==> src/rtl/lfsr_prbs_gen_if.sv <==
// Control and observation bundle for the PRBS generator: step/seed requests in,
// symbol stream and period measurement out.
interface lfsr_prbs_gen_if #(
   parameter int WIDTH    = 22,
   parameter int OUT_BITS = 2
);
   logic                i_sam_clk_ena;
   logic                i_load_seed;
   logic [WIDTH-1:0]    i_seed_in;
   logic [WIDTH-1:0]    o_q;
   logic [OUT_BITS-1:0] o_sym_out;
   logic                o_sym_valid;
   logic [WIDTH-1:0]    o_step_count;
   logic                o_period_done;
   logic [WIDTH-1:0]    o_period_len;
   logic                o_period_valid;

   modport master (
      output i_sam_clk_ena, i_load_seed, i_seed_in,
      input  o_q, o_sym_out, o_sym_valid, o_step_count,
             o_period_done, o_period_len, o_period_valid
   );

   modport slave (
      input  i_sam_clk_ena, i_load_seed, i_seed_in,
      output o_q, o_sym_out, o_sym_valid, o_step_count,
             o_period_done, o_period_len, o_period_valid
   );
endinterface

==> src/rtl/lfsr_prbs_gen.sv <==
// Fibonacci LFSR PRBS source with runtime seed load and on-line measurement of
// the sequence period (steps taken until the state returns to the seed).
module lfsr_prbs_gen #(
   parameter int               WIDTH    = 22,
   parameter logic [WIDTH-1:0] TAPS     = 22'h270000,
   parameter logic [WIDTH-1:0] SEED     = 22'h0FFFFF,
   parameter int               OUT_BITS = 2
) (
   input logic           i_clk,
   input logic           i_rst,
   lfsr_prbs_gen_if.slave bus
);

   logic [WIDTH-1:0]    r_q;
   logic [WIDTH-1:0]    r_seed;
   logic [WIDTH-1:0]    r_stepCount;
   logic [WIDTH-1:0]    r_periodLen;
   logic [OUT_BITS-1:0] r_symOut;
   logic                r_symValid;
   logic                r_periodDone;
   logic                r_periodValid;

   logic                w_fb;
   logic [WIDTH-1:0]    w_next;
   logic [WIDTH-1:0]    w_loadVal;

   assign w_fb      = ^(r_q & TAPS);
   assign w_next    = {r_q[WIDTH-2:0], w_fb};
   assign w_loadVal = (bus.i_seed_in == '0) ? SEED : bus.i_seed_in;

   // A zero state would lock the register, so it is recovered to SEED on the next step.
   always_ff @(posedge i_clk or posedge i_rst) begin
      if (i_rst) begin
         r_q           <= SEED;
         r_seed        <= SEED;
         r_stepCount   <= '0;
         r_periodLen   <= '0;
         r_symOut      <= '0;
         r_symValid    <= 1'b0;
         r_periodDone  <= 1'b0;
         r_periodValid <= 1'b0;
      end else begin
         r_symValid   <= 1'b0;
         r_periodDone <= 1'b0;
         if (bus.i_load_seed) begin
            r_seed        <= w_loadVal;
            r_q           <= w_loadVal;
            r_stepCount   <= '0;
            r_periodValid <= 1'b0;
         end else if (bus.i_sam_clk_ena) begin
            r_symOut   <= r_q[OUT_BITS-1:0];
            r_symValid <= 1'b1;
            if (r_q == '0) begin
               r_q           <= SEED;
               r_seed        <= SEED;
               r_stepCount   <= '0;
               r_periodValid <= 1'b0;
            end else begin
               r_q <= w_next;
               if (w_next == r_seed) begin
                  r_periodLen   <= r_stepCount + WIDTH'(1);
                  r_stepCount   <= '0;
                  r_periodDone  <= 1'b1;
                  r_periodValid <= 1'b1;
               end else begin
                  r_stepCount <= r_stepCount + WIDTH'(1);
               end
            end
         end
      end
   end

   assign bus.o_q            = r_q;
   assign bus.o_sym_out      = r_symOut;
   assign bus.o_sym_valid    = r_symValid;
   assign bus.o_step_count   = r_stepCount;
   assign bus.o_period_done  = r_periodDone;
   assign bus.o_period_len   = r_periodLen;
   assign bus.o_period_valid = r_periodValid;

endmodule

==> src/flat_wrapper.sv <==
// flat-port wrapper written by rule: the top's interface ports become plain ports
module lfsr_prbs_gen_flat 
#(
   parameter int               WIDTH    = 22,
   parameter logic [WIDTH-1:0] TAPS     = 22'h270000,
   parameter logic [WIDTH-1:0] SEED     = 22'h0FFFFF,
   parameter int               OUT_BITS = 2
)
  (i_clk, i_rst, bus_i_sam_clk_ena, bus_i_load_seed, bus_i_seed_in, bus_o_q, bus_o_sym_out, bus_o_sym_valid, bus_o_step_count, bus_o_period_done, bus_o_period_len, bus_o_period_valid);
  lfsr_prbs_gen_if #(.WIDTH(WIDTH), .OUT_BITS(OUT_BITS)) bus_i ();
  input logic i_clk;
  input logic i_rst;
  input wire logic [$bits(bus_i.i_sam_clk_ena)-1:0] bus_i_sam_clk_ena;
  input wire logic [$bits(bus_i.i_load_seed)-1:0] bus_i_load_seed;
  input wire logic [$bits(bus_i.i_seed_in)-1:0] bus_i_seed_in;
  output wire logic [$bits(bus_i.o_q)-1:0] bus_o_q;
  output wire logic [$bits(bus_i.o_sym_out)-1:0] bus_o_sym_out;
  output wire logic [$bits(bus_i.o_sym_valid)-1:0] bus_o_sym_valid;
  output wire logic [$bits(bus_i.o_step_count)-1:0] bus_o_step_count;
  output wire logic [$bits(bus_i.o_period_done)-1:0] bus_o_period_done;
  output wire logic [$bits(bus_i.o_period_len)-1:0] bus_o_period_len;
  output wire logic [$bits(bus_i.o_period_valid)-1:0] bus_o_period_valid;
  assign bus_i.i_sam_clk_ena = bus_i_sam_clk_ena;
  assign bus_i.i_load_seed = bus_i_load_seed;
  assign bus_i.i_seed_in = bus_i_seed_in;
  assign bus_o_q = bus_i.o_q;
  assign bus_o_sym_out = bus_i.o_sym_out;
  assign bus_o_sym_valid = bus_i.o_sym_valid;
  assign bus_o_step_count = bus_i.o_step_count;
  assign bus_o_period_done = bus_i.o_period_done;
  assign bus_o_period_len = bus_i.o_period_len;
  assign bus_o_period_valid = bus_i.o_period_valid;
  lfsr_prbs_gen #(.WIDTH(WIDTH), .TAPS(TAPS), .SEED(SEED), .OUT_BITS(OUT_BITS)) u_core (.i_clk(i_clk), .i_rst(i_rst), .bus(bus_i));
endmodule
==> config.mk <==
export PLATFORM = sky130hd
export DESIGN_NAME = lfsr_prbs_gen_flat
export DESIGN_NICKNAME = d
export VERILOG_FILES = /design/src/rtl/lfsr_prbs_gen_if.sv /design/src/rtl/lfsr_prbs_gen.sv /design/src/flat_wrapper.sv
export SDC_FILE = /design/constraint.sdc
export NUM_CORES = 1
export LEC_CHECK = 0
export ABC_AREA = 0
export CAP_MARGIN = 30
export CORE_MARGIN = 2
export CORE_UTILIZATION = 35
export DETAILED_ROUTE_END_ITERATION = 10
export PLACE_DENSITY_LB_ADDON = 0.3
export SLEW_MARGIN = 20
export SYNTH_ARGS = -nofsm -noshare
export SYNTH_HDL_FRONTEND = slang
export SYNTH_SLANG_ARGS = --single-unit
==> constraint.sdc <==
create_clock -name i_clk -period 7.7 [get_ports i_clk]
set_input_delay 1.925 -clock i_clk [delete_from_list [all_inputs] [get_ports i_clk]]
set_output_delay 1.925 -clock i_clk [all_outputs]
set_load 0.02 [all_outputs]
## Word level (Yosys, flattened, before mapping)

Index checks and enable logic that the tools add are counted.

- Bitwise logic cells: 2
- Muxes and demuxes: 21
- Equal/unequal tests: 1
- $add $sub $neg: 1
- Reductions and logical operators: 10

Operators by type and width:

| cell | count |
|---|---|
| $mux W22 | 11 |
| $logic_not A22 Y1 | 2 |
| $add A22 B1 Y22 const B | 1 |
| $eq A22 B22 Y1 | 1 |
| $reduce_xor A22 Y1 | 1 |
| $mux W1 | 10 |
| $reduce_and A2 Y1 | 3 |
| $reduce_and A4 Y1 | 1 |
| $reduce_bool A2 Y1 | 2 |
| $reduce_bool A3 Y1 | 1 |
| $not A1 Y1 | 2 |

- Output and inout port bits: 71
- Bits of input ports: 26
- Bits in registers: 93
- Logic and storage cells: 43

## Logic depth before layout (Yosys ltp)

Gate-level depths: netlist of run 1.

- Depth in word-level cells: 6
- Gate-level depth with buffers: 10
- Gate-level depth less buffers: 8

## Worst setup path after synthesis of run 1

No wires, ideal clock.

- Path kind: input port to flip-flop
- From: input port bus_i_seed_in[6]
- To: register u_core.r_seed[0]
- Required time: 7639 ps
- Stages: 4
- Path slack: 4273 ps
- Setup time: 61 ps
- Buffers on the path: 1
- Data arrival time: 3366 ps
- Path through: or4_1 o41ai_1 clkbuf_1 o22a_1

- Cells in the longest elaborated chain, start to end: 3

RTL lines:

| element | RTL line | source |
|---|---|---|
| start, declared | flat_wrapper.sv:15 | `input wire logic [$bits(bus_i.i_seed_in)-1:0] bus_i_seed_in;` |
| $logic_not A22 Y1 | lfsr_prbs_gen.sv:29 | `assign w_loadVal = (bus.i_seed_in == '0) ? SEED : bus.i_seed_in;` |
| $mux W22 | lfsr_prbs_gen.sv:29 |  |
| $mux W22 | lfsr_prbs_gen.sv:45 | `if (bus.i_load_seed) begin` |
| end signal, assigned | lfsr_prbs_gen.sv:46 | `r_seed <= w_loadVal;` |
| end, declared | lfsr_prbs_gen.sv:15 | `logic [WIDTH-1:0] r_seed;` |

No other way between the ends.
A chain may end at the register's enable or synchronous reset.

## Worst setup path in the final report of run 1

- From: input port bus_i_load_seed
- To: register u_core.r_seed[18]

- Cells in the longest elaborated chain, start to end: 2
- Elaborated cells on any way between the ends: 4
- Classes of those cells: 1 x mux; 3 x reduce/logical

RTL lines:

| element | RTL line | source |
|---|---|---|
| start, declared | flat_wrapper.sv:14 | `input wire logic [$bits(bus_i.i_load_seed)-1:0] bus_i_load_seed;` |
| $reduce_bool A2 Y1 (no line) | n/a |  |
| $reduce_and A2 Y1 (no line) | n/a |  |

Parallel ways exist; a longest one is shown, timed or not.

==> results of run 1 <==
==> state kept, by name (all words and copies together), names as in the netlist <==
register	flops
u_core.bus.o_period_len	22
u_core.bus.o_q	22
u_core.bus.o_step_count	22
u_core.r_seed	22
u_core.bus.o_sym_out	2
u_core.bus.o_period_done	1
u_core.bus.o_period_valid	1
u_core.bus.o_sym_valid	1
==> cell usage in the layout (no fill, tap or decap), types with 3 or more instances in the layout <==
cell type and count:
a211oi_1 5, a21o_1 5, a221o_1 7, a22o_1 7, buf_4 6, clkbuf_16 9, clkdlybuf4s50_1 96, dfrtp_1 53
dfstp_2 40, inv_1 9, mux2_1 20, mux2_2 3, mux2i_1 3, nand2_1 49, nand3_1 10, nand4_1 9
nor2_1 14, nor3_1 11, nor4_1 10, o21ai_1 25, o22a_1 20, o22ai_1 18, xnor2_1 32, xor2_1 7
==> final timing paths <==
check | endpoint | slack (ns) | cells past startpoint
worst min register to register | u_core.bus.o_period_len[5]$_DFFE_PP0P_ | 0.49 | 1
worst max-delay path | u_core.r_seed[18]$_DFFE_PP1P_ | 3.76 | 6
min in group asynchronous | u_core.r_seed[20]$_DFFE_PP0P_ | 2.06 | 2
max in group asynchronous | u_core.bus.o_step_count[21]$_DFFE_PP0P_ | 4.55 | 3
worst max register to register | u_core.bus.o_period_len[11]$_DFFE_PP0P_ | 4.13 | 9
worst min-delay path | u_core.bus.o_period_len[5]$_DFFE_PP0P_ | 0.49 | 1
==> through the flow <==
| stage | cell area, um2 | power, mW | worst slack (ns) |
|---|---|---|---|
| floorplan | 4510 | 0.693 | 3.42 |
| detailed placement | 5690 | 0.786 | 3.40 |
| finish | 5980 | 1.21 | 3.76 |
| global route | 5980 | 1.27 | 3.59 |
| global placement | 5640 | 0.781 | 3.35 |
| CTS | 5980 | 1.22 | 3.74 |
==> layout make-up <==
class	count	area [um2]
clock buffer	9	225
clock inverter	7	66.3
fill	1219	6640
inverter	12	46.3
multi-input combinational	290	2000
sequential	93	2380
tap	172	215
timing repair buffer	104	1050
==> power groups by stage <==
| stage | clock, mW | sequential (mW) | combinational (mW) |
|---|---|---|---|
| after floorplan | 0 | 0.603 | 0.0905 |
| after global placement | 0 | 0.588 | 0.192 |
| after detailed placement | 0 | 0.589 | 0.197 |
| after CTS | 0.442 | 0.580 | 0.198 |
| after global routing | 0.470 | 0.586 | 0.212 |
| final | 0.436 | 0.581 | 0.195 |
==> kinds of logic after synthesis <==
kind of cell             after synthesis  share of synthesized area, %
AO/OA/AOI/OAI                         98                          15.5
multiplexers                          26                          6.41
AND/OR/NAND/NOR                      125                          14.0
adder cells (fa/ha/maj)                2                         0.555
XOR/XNOR                              39                          7.57
buffers and inverters                 36                          3.30
flip-flops                            93                          52.7
==> worst max-delay path, stage by stage <==
cell and delay, ns:
clkdlybuf4s50_1 0.74, inv_2 0.08, o21ai_1 0.12, buf_4 0.31, and2_1 0.77, o22a_1 0.27
==> per-layer routing <==
layer | vias up | global-route usage, % | wire (um)
met5 | - | 0 | 0
met3 | 10 | 4.07 | 592
met2 | 111 | 28.1 | 5630
met4 | 0 | 5.27 | 114
li1 | 1713 | - | -
met1 | 1873 | 25.1 | 5720
==> synth_stat cells, drive strengths merged (12+ instances only) <==
cell type and instances:
clkbuf 13, dfstp 40, inv 12, dfrtp 53
xnor2 32, mux2 23, o22ai 18, o21ai 27
nor4 12, nand2 49, nor2 15, o22a 20
==> metrics.md, run 1 <==
| Metric | Value |
|---|---|
| Status | `finished clean` |
| Area leader, netlist | `dfrtp_1` |
| FFs w/ async S/R, synth | `100%` |
| Post-synthesis sequential area ratio | `52.7%` |
| Core area | `12600 um2` |
| Final critical-path required period | `3.94 ns` |
| Crit path from | `bus_i_load_seed` |
| Global-route wire length before repair | `20100 um` |
| Hold path start | `u_core.bus.o_period_len[5]$_DFFE_PP0P_` |
| Max clock buf depth | `2` |
| Drt initial violations | `249` |
| Dominant synthesized flop cell | `dfrtp_1` |
| Setup bufs post-CTS | `0` |
| CTS clock-pin slew for the worst setup and hold paths | `0.07 ns` |
| Final Hold Fails | `0` |
| Clk Latency, worst-skew pair | `0.35 ns` |
| Final HPWL DP | `8250 um` |
| Worst Max-Slew Pin Slew | `0.904 ns` |
| IO buf count | `96` |
| Switching Share | `28.7%` |
| Comb pwr share | `16.1%` |
| Vias in the first global route | `3830` |
| Power per cell area | `203 nW/um2` |
| Chip Height | `118 um` |
| Final Max Slew Viols | `0` |
| Peak supply drop | `0.0000885 V` |
| Largest net degree at the start of global routing | `48` |
| Cells after Synth | `419` |
| Routed Antenna Nets | `0` |
| Cts hold-fix bufs | `0` |
| DR WL/cell | `17.6 um` |
| DRT Pass-1 Iters | `4` |
| CP endpoint kind | `register` |
| Syn avg cell area | `10.8 um2` |
| Gpl congestion | `0.825` |
| Share of cells above drive strength 1 | `15.0%` |
| Post-synth top area share | `29.4%` |
| Critical Path Source Type | `input port` |
| Worst endpoint data arrival time | `4.22 ns` |
| Placed Instances | `671` |
| Critical path class | `input port to register` |
| Skew final | `0.0111 ns` |
| Layout Nets | `538` |
| Crit share post-route | `51.2%` |
| P&R area growth vs syn | `32.5%` |
| CTS root buf | `clkbuf_16` |
| Final WL | `12100 um` |
| Post-CTS sizing | `0` |
| Initial antenna violation count | `0` |
| Slew headroom | `39.7%` |
| Final std cells w/o fill | `687` |
| Worst hold slack | `0.491 ns` |
| Max cap viols | `0` |
| DRC errors left | `0` |
| Fmax | `0.254 GHz` |
| Sequential share of power | `47.9%` |
| # setup viols final | `0` |
| Area of the mapped netlist | `4510 um2` |
| Top cells by area, synth | `dfrtp_1 29%, dfstp_2 23%, xnor2_1 6.2%, mux2_1 5.0%, nand2_1 4.1%` |
| RSZ-0062 raised after global routing | `false` |
| Psw | `0.348 mW` |
| CP max FO | `23` |
| Total grt overflow | `0` |
| H-tree Lvls | `3` |
| DR vias/cell | `5.40` |
| Yosys warns | `0` |
| Worst min path class | `register to register` |
| Synthesis-stage register bit count | `93` |
| Clock power share | `36.0%` |
| WP data required | `7.98 ns` |
| Die width | `118 um` |
| CTS Buf Count | `9` |
| Netlist cell types | `45` |
| Initial Util | `35.7%` |
| Vias post-DR | `3707` |
| CTS tree | `built` |
| Final Util | `47.4%` |
| Num ports | `97` |
| # diodes | `0` |
| Clk sinks | `93` |
| Leak | `2.50 nW` |
| Pint | `0.864 mW` |
| Mapped Nets | `447` |
| Worst r2r src | `u_core.bus.o_q[16]$_DFFE_PP1P_` |
| Area of the die | `13800 um2` |
| Core Rows | `41` |
| TNS Setup | `0 ns` |
| GR Util All Layers | `18.0%` |
| Post-synth EDFFs | `0` |
Note: power is estimated with default switching activity, not from simulation.
==> run 2: changes to the inputs <==
- clock period: 7.7 -> 3.3 ns (I/O delays scaled with it)
==> run 2 against run 1 <==
  * Sequential power is 130% higher
  * Clock skew is 0.0026 ns lower
  * Setup slack worse by 3.2 ns
  * First-iteration DRC count is 14% higher
  * Count of clock-buffer cells in the layout is 1 higher
  * Total power is 140% higher
  * Design area is 0.90% higher
  * Critical path depth is 3 higher
  * Utilization is 0.43 points higher
  * Sequential cell count stayed put
  * Sequential share of layout area is 0.35 points lower
  * Via count is 0.78% lower
==> metrics.md, run 2 (synthesis gave the netlist of run 1 again) <==
| Metric | Value |
|---|---|
| Drt initial violations | `283` |
| Worst endpoint data arrival time | `3.01 ns` |
| P&R area growth vs syn | `33.7%` |
| Max clock buf depth | `2` |
| DR WL/cell | `17.6 um` |
| Final Hold Fails | `0` |
| Status | `finished clean` |
| TNS Setup | `0 ns` |
| GR Util All Layers | `18.3%` |
| Max cap viols | `0` |
| Final Util | `47.8%` |
| Worst-path cell chain | `inv_1 -> ha_1 -> xnor2_1 -> xnor2_1 -> xnor2_1 -> and3_1 -> buf_4 -> and4b_1 -> a221o_1` |
| DR vias/cell | `5.32` |
| Power per cell area | `477 nW/um2` |
| DRT Pass-1 Iters | `5` |
| Slew headroom | `64.2%` |
| Cell mode on critical path | `xnor2_1` |
| Core area | `12600 um2` |
| Largest net degree at the start of global routing | `48` |
| Peak supply drop | `0.000249 V` |
| CP max stage delay | `0.57 ns` |
| Most common cell after layout, fill and taps aside | `clkdlybuf4s50_1` |
| Clk Latency, worst-skew pair | `0.35 ns` |
| Die width | `118 um` |
| Critical path class | `register to register` |
| CTS root buf | `clkbuf_16` |
| Fmax | `0.360 GHz` |
| RSZ-0062 raised after global routing | `false` |
| Slowest cell on crit path | `dfstp_2` |
| Routed Antenna Nets | `0` |
| Cts hold-fix bufs | `0` |
| CTS tree | `built` |
| WP data required | `3.53 ns` |
| CTS Buf Count | `9` |
| IO buf count | `96` |
| Skew final | `0.00850 ns` |
| H-tree Lvls | `3` |
| Chip Height | `118 um` |
| Critical Path Source Type | `register` |
| Leak | `2.53 nW` |
| Area of the die | `13800 um2` |
| # setup viols final | `0` |
| Total grt overflow | `0` |
| Num ports | `97` |
| Final WL | `12200 um` |
| Layout Nets | `542` |
| Final Max Slew Viols | `0` |
| Crit share post-route | `84.2%` |
| Clk sinks | `93` |
| Worst Max-Slew Pin Slew | `0.533 ns` |
| Vias post-DR | `3678` |
| Initial antenna violation count | `0` |
| Most frequent cells in the layout | `96 x clkdlybuf4s50_1, 53 x dfrtp_1, 49 x nand2_1` |
| Gpl congestion | `0.833` |
| Setup bufs post-CTS | `0` |
| CTS clock-pin slew for the worst setup and hold paths | `0.07 ns` |
| Global-route wire length before repair | `20300 um` |
| Share of cells above drive strength 1 | `15.6%` |
| # diodes | `0` |
| Vias in the first global route | `3885` |
| Initial Util | `35.7%` |
| CP max FO | `16` |
| Core Rows | `41` |
| Worst min path class | `register to register` |
| CP endpoint kind | `register` |
| Final critical-path required period | `2.78 ns` |
| DRC errors left | `0` |
| Final HPWL DP | `8460 um` |
| Post-CTS sizing | `0` |
[run 2: changes by cell type in the layout (fill, tap and decap cells not counted), sizes merged]
cell / delta
clkbuf: +1
clkinv: -1
clkinvlp: -1
inv: +1
buf: +4
[run 2: cell type report]
type | count | area (um2)
well taps | 172 | 215
repair buffers | 108 | 1090
multi-input cells | 290 | 2000
inverters | 12 | 46.3
flip-flops and latches | 93 | 2380
clock inverters | 6 | 55.1
clock buffers | 10 | 250
fillers | 1202 | 6590
[run 2: through the flow]
stage	cells	total power, mW	setup slack (ns)	cell area, um2	hold slack [ns]
final	691	2.88	0.520	6030	0.495
after global routing	691	3.00	0.382	6030	0.505
after floorplan	419	1.62	0.121	4510	0.503
after global placement	674	1.84	0.259	5720	0.480
after CTS	691	2.92	0.474	6030	0.500
after detailed placement	675	1.85	0.382	5730	0.480
[run 2: path summary, 6_finish.rpt]
| kind | start | slack [ns] | cells past startpoint | end |
|---|---|---|---|---|
| worst max-delay path | u_core.bus.o_q[16]$_DFFE_PP1P_ | 0.52 | 9 | u_core.bus.o_step_count[21]$_DFFE_PP0P_ |
| worst min register to register | u_core.bus.o_period_len[9]$_DFFE_PP0P_ | 0.49 | 1 | u_core.bus.o_period_len[9]$_DFFE_PP0P_ |
| max in group asynchronous | i_rst | 1.83 | 3 | u_core.bus.o_period_valid$_DFFE_PP0P_ |
| worst min-delay path | u_core.bus.o_period_len[9]$_DFFE_PP0P_ | 0.49 | 1 | u_core.bus.o_period_len[9]$_DFFE_PP0P_ |
| min in group asynchronous | i_rst | 0.78 | 2 | u_core.bus.o_period_len[7]$_DFFE_PP0P_ |
| worst max register to register | u_core.bus.o_q[16]$_DFFE_PP1P_ | 0.52 | 9 | u_core.bus.o_step_count[21]$_DFFE_PP0P_ |
[run 2: critical path, delay by kind of cell, from the launching register on]
family,cells,cell delay (ns)
buffers and inverters,2,0.35
flip-flops,1,0.57
AND/OR/NAND/NOR,2,0.57
XOR/XNOR,3,0.62
AO/OA/AOI/OAI,1,0.26
adder cells (fa/ha/maj),1,0.30
[run 2: metal layers]
metal / global-route usage, % / vias to the layer above / share of wire [%]
li1: - / 1722 / -
met2: 28.8 / 137 / 47
met4: 5.50 / 0 / 1.4
met1: 24.9 / 1807 / 45
met3: 4.80 / 12 / 6.5
met5: 0 / - / 0
[run 2: power by group]
part	leakage [nW]	switching [mW]	internal, mW
logic	1.23	0.235	0.230
clock network	0.152	0.483	0.575
registers	1.14	0.0958	1.26
total	2.53	0.814	2.07
==> RTL change, RTL diff (config.mk and constraints of run 1) <==
`OUT_BITS` is set to 2 in 3 places; all go to 4.
--- a/src/rtl/lfsr_prbs_gen_if.sv
+++ b/src/rtl/lfsr_prbs_gen_if.sv
@@ -2,7 +2,7 @@
 // symbol stream and period measurement out.
 interface lfsr_prbs_gen_if #(
    parameter int WIDTH    = 22,
-   parameter int OUT_BITS = 2
+   parameter int OUT_BITS = 4
 );
    logic                i_sam_clk_ena;
    logic                i_load_seed;
--- a/src/rtl/lfsr_prbs_gen.sv
+++ b/src/rtl/lfsr_prbs_gen.sv
@@ -4,7 +4,7 @@
    parameter int               WIDTH    = 22,
    parameter logic [WIDTH-1:0] TAPS     = 22'h270000,
    parameter logic [WIDTH-1:0] SEED     = 22'h0FFFFF,
-   parameter int               OUT_BITS = 2
+   parameter int               OUT_BITS = 4
 ) (
    input logic           i_clk,
    input logic           i_rst,
--- a/src/flat_wrapper.sv
+++ b/src/flat_wrapper.sv
@@ -4,7 +4,7 @@
    parameter int               WIDTH    = 22,
    parameter logic [WIDTH-1:0] TAPS     = 22'h270000,
    parameter logic [WIDTH-1:0] SEED     = 22'h0FFFFF,
-   parameter int               OUT_BITS = 2
+   parameter int               OUT_BITS = 4
 )
   (i_clk, i_rst, bus_i_sam_clk_ena, bus_i_load_seed, bus_i_seed_in, bus_o_q, bus_o_sym_out, bus_o_sym_valid, bus_o_step_count, bus_o_period_done, bus_o_period_len, bus_o_period_valid);
   lfsr_prbs_gen_if #(.WIDTH(WIDTH), .OUT_BITS(OUT_BITS)) bus_i ();
Interface: changed (resized bus_o_sym_out); port bits go from 97 to 99. No check against the original RTL was run, so the function may have changed too.
==> RTL change against run 1 <==
Worst setup slack lost 0.33 ns; wire length grew 0.56%; fmax decreased by 7.8%; final area rose by 2.3%; sequential cell count is 2 higher; register-to-register slack improved by 0.39 ns; total power rose by 4.9%; synthesized area increased by 2.0%; via count shrank 0.94%; utilization up 0.72 points; die area grew 1.9%; count of clock-buffer cells in the layout rose by 3; non-clock buffer count up 2; critical path type unchanged; largest cell class unchanged.
==> RTL change: results <==
[placed_design]
io_buffers = 98
dp_hpwl_um = 8550
postPlaceCellArea_mm2 = 0.00578
place_congestion = 0.800

[routing]
post_drt_via_cell_ratio = 5.29
drt_wl_total_um = 12100
drt_iter0_drc = 350

[global_routing]
grt_pass1_vias = 3797
grt_max_degree = 61
grt_use_total_pct = 17.8

[synthesis]
ys_top_cells_by_count = "dfrtp_1 (55), nand2_1 (50), dfstp_2 (40), o21ai_0 (23), xor2_1 (22)"
syn-num-nets = 453
yosys-top-cells-area = "dfrtp_1 (30%), dfstp_2 (23%), mux2_1 (4.7%)"

[run_status]
outcome = "complete, no violations"

[finish]
nFillCells = 1218
seq_area_mm2 = 0.00243
nets = 545

[min_path]
min_from = "u_core.bus.o_period_len[10]"
min_to = "u_core.bus.o_period_len[10]"

[worst_setup_path]
reg2reg_depth = 10
crit_family = "compound AO/OA/AOI/OAI gates"
crit_fanout = 25

[sta]
slew_headroom_pct = 42.8

[power_and_ir_drop]
swShare_pct = 25.8
p_leak_uw = 0.00259
## RTL change: metrics by stage
step	std cells	hold WS [ns]
4_1_cts	692	0.502
3_3_place_gp	674	0.480
2_1_floorplan	425	0.503
6_report	694	0.496
3_5_place_dp	676	0.482
5_1_grt	694	0.515
## RTL change: layout make-up
| class | count | share of cell area, % |
|---|---|---|
| inverters | 10 | 0.634 |
| clock buffers | 12 | 4.03 |
| flip-flops and latches | 95 | 39.7 |
| multi-input cells | 295 | 33.5 |
| well taps | 172 | 3.52 |
| clock inverters | 4 | 1.15 |
| repair buffers | 106 | 17.5 |
## RTL change: power groups by stage
| stage | registers (uW) | clock network (uW) | logic, uW |
|---|---|---|---|
| 3_5_place_dp | 602 | 0 | 204 |
| 3_3_place_gp | 601 | 0 | 200 |
| 5_1_grt | 600 | 502 | 221 |
| 4_1_cts | 594 | 486 | 205 |
| 2_1_floorplan | 620 | 0 | 90.9 |
| 6_report | 594 | 474 | 204 |
## RTL change: worst max path at each step
stage | to | from | slack, ns
after detailed placement | u_core.bus.o_step_count[8] | bus_i_load_seed | 2.81
after global routing | u_core.bus.o_q[19] | bus_i_seed_in[16] | 3.23
final | u_core.bus.o_q[19] | bus_i_seed_in[16] | 3.42
after global placement | u_core.bus.o_step_count[16] | bus_i_load_seed | 2.94
after CTS | u_core.bus.o_step_count[8] | bus_i_load_seed | 3.16
after floorplan | u_core.bus.o_period_done | i_rst | 3.36
## RTL change: per-layer routing
metal / share of wire (%) / up-vias / wire length (um) / global-route usage, %
met3: 5.6 / 13 / 685 / 4.10
met4: 1.4 / 0 / 164 / 4.32
met5: 0 / - / 0 / 0
met1: 45 / 1813 / 5460 / 24.0
met2: 48 / 118 / 5820 / 29.0
li1: - / 1728 / - / -
## RTL change: kinds of logic after synthesis
family,Yosys count,share of synthesized area [%]
simple gates,129,14.1
compound gates,96,15.2
flops,95,52.8
xor+xnor,40,7.62
buf+inv,35,3.02
mux,28,6.77
fa+ha+maj,2,0.544
